## src/rtl/truth_table_sweeper.sv

```systemverilog
// truth_table_sweeper: walks every input vector of a small combinational
// block, holds each one for a settle interval, captures the block's outputs
// and scores them against an expected truth table.
module truth_table_sweeper #(
  parameter int NUM_IN        = 4,
  parameter int NUM_OUT       = 2,
  parameter int SETTLE_CYCLES = 2
) (
  input  logic                            clk,
  input  logic                            rst,
  input  logic                            start,
  input  logic                            abort,
  input  logic [NUM_OUT*(2**NUM_IN)-1:0]  exp_table,
  output logic [NUM_IN-1:0]               dut_in,
  input  logic [NUM_OUT-1:0]              dut_out,
  output logic                            busy,
  output logic                            done,
  output logic                            pass,
  output logic [NUM_IN:0]                 err_count,
  output logic [NUM_IN-1:0]               first_err_idx,
  output logic [NUM_OUT*(2**NUM_IN)-1:0]  captured
);

  localparam int TW = NUM_OUT * (2**NUM_IN);
  localparam logic [NUM_IN-1:0] LAST_IDX = '1;
  localparam logic [3:0] CNT_LAST = 4'(SETTLE_CYCLES - 1);

  typedef enum logic [1:0] {IDLE, SETTLE, CAPTURE, DONE} state_t;

  state_t            state, state_nxt;
  logic [TW-1:0]     exp_q;
  logic [NUM_IN-1:0] idx;
  logic [3:0]        cnt;
  logic [NUM_OUT-1:0] exp_cur;
  logic              mismatch, accept, last;

  assign exp_cur  = exp_q[idx*NUM_OUT +: NUM_OUT];
  assign mismatch = (dut_out != exp_cur);
  // abort beats a simultaneous start
  assign accept   = ((state == IDLE) || (state == DONE)) && start && !abort;
  assign last     = (idx == LAST_IDX);

  // state register
  always_ff @(posedge clk) begin
    if (rst) state <= IDLE;
    else     state <= state_nxt;
  end

  // next-state logic
  always_comb begin
    state_nxt = state;
    case (state)
      IDLE, DONE: if (accept) state_nxt = SETTLE;
      SETTLE: begin
        if (abort)                 state_nxt = IDLE;
        else if (cnt == CNT_LAST)  state_nxt = CAPTURE;
      end
      CAPTURE: begin
        if (abort)      state_nxt = IDLE;
        else if (last)  state_nxt = DONE;
        else            state_nxt = SETTLE;
      end
      default: state_nxt = IDLE;
    endcase
  end

  // sweep datapath: vector drive, settle timing, capture and scoring
  always_ff @(posedge clk) begin
    if (rst) begin
      exp_q         <= '0;
      idx           <= '0;
      cnt           <= '0;
      dut_in        <= '0;
      busy          <= 1'b0;
      done          <= 1'b0;
      pass          <= 1'b0;
      err_count     <= '0;
      first_err_idx <= '0;
      captured      <= '0;
    end else begin
      done <= 1'b0;
      case (state)
        IDLE, DONE: begin
          if (accept) begin
            exp_q         <= exp_table;
            err_count     <= '0;
            first_err_idx <= '0;
            captured      <= '0;
            pass          <= 1'b0;
            idx           <= '0;
            dut_in        <= '0;
            cnt           <= '0;
            busy          <= 1'b1;
          end
        end
        SETTLE: begin
          if (abort) begin
            busy   <= 1'b0;
            dut_in <= '0;
            pass   <= 1'b0;
          end else begin
            cnt <= cnt + 4'd1;
          end
        end
        CAPTURE: begin
          if (abort) begin
            // partial results are left visible for debug
            busy   <= 1'b0;
            dut_in <= '0;
            pass   <= 1'b0;
          end else begin
            captured[idx*NUM_OUT +: NUM_OUT] <= dut_out;
            if (mismatch) begin
              err_count <= err_count + 1'b1;
              if (err_count == '0) first_err_idx <= idx;
            end
            if (last) begin
              // the last vector's mismatch must count toward pass
              busy <= 1'b0;
              done <= 1'b1;
              pass <= (err_count == '0) && !mismatch;
            end else begin
              idx    <= idx + 1'b1;
              dut_in <= idx + 1'b1;
              cnt    <= '0;
            end
          end
        end
        default: ;
      endcase
    end
  end

endmodule

```

## config.mk

```make
export PLATFORM = sky130hd
export DESIGN_NAME = truth_table_sweeper
export DESIGN_NICKNAME = d
export VERILOG_FILES = /design/src/rtl/truth_table_sweeper.sv
export SDC_FILE = /design/constraint.sdc
export NUM_CORES = 1
export LEC_CHECK = 0
export ABC_AREA = 1
export ABC_CLOCK_PERIOD_IN_PS = 3200
export CAP_MARGIN = 5
export CELL_PAD_IN_SITES_DETAIL_PLACEMENT = 2
export CELL_PAD_IN_SITES_GLOBAL_PLACEMENT = 2
export CORE_MARGIN = 2
export CORE_UTILIZATION = 31
export DETAILED_ROUTE_END_ITERATION = 8
export GPL_TIMING_DRIVEN = 0
export PLACE_DENSITY = 0.93
export SYNTH_ARGS = -nofsm -noshare
export SYNTH_HDL_FRONTEND = slang
export SYNTH_SLANG_ARGS = --single-unit
```

## constraint.sdc

```tcl
create_clock -name clk -period 3.2 [get_ports clk]
set_input_delay 0.96 -clock clk [delete_from_list [all_inputs] [get_ports clk]]
set_output_delay 0.96 -clock clk [all_outputs]
set_load 0.005 [all_outputs]
```

==> metrics <==
share of the synthesized area in the top cell type 40.7%; postcts setup bufs 0; cell area after layout 5740 µm²; P_leak approximately 2.1 nW; EDFF count, synth 0; Die ar. 15300 µm²; Max clock buf depth 2; first-pass GRT wire length just under 30000 µm; Fmax between 300 and 400 MHz; num rows 43; HP Class register to register; Max FO, Critical Path 10; Cells after Synth 640; Clock Tree Root clkbuf_16; post-synthesis register bit count 90; gr usage total 25.1%; sequential area share after synthesis roughly two fifths; Die Width between 100 and 150 µm; status completed; total grt overflow 0; area post-placement ~5500 µm²; GP Congestion around 0.86; CP Launch Type input pin; Setup CP Type input pin to register; asr flop ratio synth 0%; Clk pin slew, worst setup/hold paths roughly 0.06 ns; clk_skew approximately 0.0083 ns; Remaining DRCs 0; DRT iter0 DRCs around 190; Antenna Nets Post-Route 0; r2r setup slk around 0.50 ns; maximum capacitance violations 0; max-slew violation count 0; R2R Path End captured[15]; reg2reg path depth 9; fin nets about 780; largest net degree at the start of global routing 13; Num CTS Buffers 9; fillers ~1.6k; VDD IR max between 0.2 and 0.3 mV; initial antenna violation count 0; Critical Path AT approximately 3.2 ns; Core Region between 10000 and 15000 µm²; WHS Endpoint exp_q[17]; hpwl dp ~13000 µm; Die Span Y between 100 and 150 µm; top cell type by total area after synthesis dfxtp_1; Ant. Diodes 0; unrepaired setup endpoints after global routing no; Vias/cell 5.22; WL final between 15000 and 20000 µm; Clock Latency Late Sink 0.36 ns; Final Util between 40% and 50%; CTS tree done; Yosys cell types 35; Area contributors post-synth dfxtp_1 (41%), nand2_1 (11%), a21oi_1 (7.9%), nor2_1 (7.5%), nand3_1 (5.3%); Synth Flop Type dfxtp_1; # IOs 86; TritonCTS Sinks 90; Yosys warning total 0; syn_nets slightly below 700; post-layout minimum cycle time ~3.0 ns; period utilisation layout between 90 and 100%; CP endpoint kind register; vias in the first global route 5383; Initial Util about a third; worst setup path start abort; slew margin rel. roughly 48%; # setup viols final 0; number of I/O port buffers 84; area grow syn2layout 29.5%; CTS resizes 0; WL/cell 19.7 µm; worst slack, placed -0.0400 ns; H-Tree Depth 3; PD cells 594 nW/µm²; first drt pass iteration count 4; Setup WS post-layout 0.203 ns; Synth Area per Inst 6.92 µm²; WP data required around 3.4 ns; hold path depth 2; Cell Area, Synth roughly 4400 µm²; Fin. Hold Viols 0; Min-Delay Startpoint exp_q[17]; Least-Margin Pin Slew roughly 0.78 ns; post-cts hold buffer count 0; reg2reg start idx[0]; share of layout cells above drive strength 1 under 10%; DR vias 4787
-- synthesized netlist by cell type (5+ instances only) --
cell type	n
a21oi_1	70
nand2_2	6
inv_1	56
ha_1	10
dfxtp_1	90
nand3_1	47
nor2_1	88
nand4_1	5
o21ai_1	16
buf_4	7
nand3_2	7
o21ai_0	44
inv_2	9
clkbuf_1	17
nand2_1	133
-- layout by cell type (no fill, tap or decap) --
cell / n
xnor2_1: 1
nor4_1: 1
clkbuf_1: 20
or2_1: 2
nor2_4: 1
clkdlybuf4s50_1: 84
xor2_1: 3
clkinv_2: 1
nor3_1: 3
a21oi_2: 3
o211ai_1: 2
or2_0: 1
nor2_2: 2
a22oi_1: 1
o21ai_1: 16
buf_4: 7
dfxtp_1: 90
nand3_2: 7
nand3_4: 1
inv_2: 9
nand2_4: 2
a211oi_1: 2
o21ai_0: 44
nor3_4: 1
nand2_1: 133
nor2_1: 88
a21oi_1: 70
ha_1: 10
inv_1: 56
nor3b_1: 3
or2_2: 1
o22ai_2: 1
nand3_1: 47
nand4_1: 5
buf_6: 2
buf_1: 2
clkbuf_16: 9
nand2_2: 6
-- worst max path at each step --
| stage | to | slack (ns) | cells past startpoint |
|---|---|---|---|
| CTS | captured[18] | 0.24 | 10 |
| detailed placement | captured[26] | -0.04 | 10 |
| floorplan | first_err_idx[0] | 1.09 | 8 |
| finish | captured[18] | 0.20 | 10 |
| global route | captured[18] | 0.07 | 10 |
| global placement | captured[15] | 0.08 | 10 |
-- metal layers --
| layer | wire length [µm] | up-vias | global-route usage (%) |
|---|---|---|---|
| met2 | 9520 | 77 | 45.7 |
| met1 | 7750 | 2419 | 29.5 |
| met4 | 377 | 0 | 9.80 |
| met5 | 0 | - | 0 |
| met3 | 457 | 28 | 3.46 |
| li1 | - | 2263 | - |
-- sequential cells by signal (all words and copies together), names as in the netlist, 2 cells and up --
signal and flops:
idx 4, cnt 4, state 2, dut_in 4, err_count 5, captured 32
exp_q 32, first_err_idx 4
-- where the power goes --
part           leakage [nW]  internal [mW]  total (mW)  switching [mW]
Combinational          1.24          0.397        1.12           0.723
Clock                 0.118          0.514       0.971           0.457
Sequential            0.732           1.24        1.32          0.0780
-- worst max-delay path: stages --
cell and delay [ns]:
clkdlybuf4s50_1 0.49, inv_2 0.17, nand3_2 0.13, inv_2 0.20
o22ai_2 0.14, nor2_2 0.19, clkbuf_1 0.47, o21ai_1 0.23
nand2_1 0.14, a21oi_1 0.08
-- stage by stage --
stage / power, mW / TNS (ns) / hold slack (ns) / std cells
2_1_floorplan: 1.98 / 0 / 0.424 / 640
3_3_place_gp: 2.32 / 0 / 0.443 / 904
3_5_place_dp: 2.43 / -0.486 / 0.452 / 904
4_1_cts: 3.41 / 0 / 0.461 / 917
5_1_grt: 3.61 / 0 / 0.486 / 917
6_report: 3.41 / 0 / 0.455 / 917
-- cells by family (layout without fill, tap and decap cells) --
kind of cell               after synthesis  in the layout  share of synthesized area [%]
AOI/OAI and AO/OA                      139            139                           16.4
DFF                                     90             90                           40.7
xor gates and xnor gates                 4              4                          0.791
adders and majority gates               10             10                           2.82
and+or+nand+nor                        304            304                           30.5
buffers and inverters                   93            190                           8.81
-- cell type report --
| cell class | count | area [µm²] | area share, % |
|---|---|---|---|
| plain buffers | 28 | 146 | 2.55 |
| clock buffers | 12 | 236 | 4.12 |
| clock inverters | 1 | 5.00 | 0.0872 |
| inverters | 65 | 244 | 4.25 |
| multi-input cells | 457 | 2240 | 39.0 |
| flip-flops and latches | 90 | 1800 | 31.4 |
| well taps | 180 | 225 | 3.92 |
| repair buffers | 84 | 841 | 14.7 |
Power figures use the tool's default switching activity.
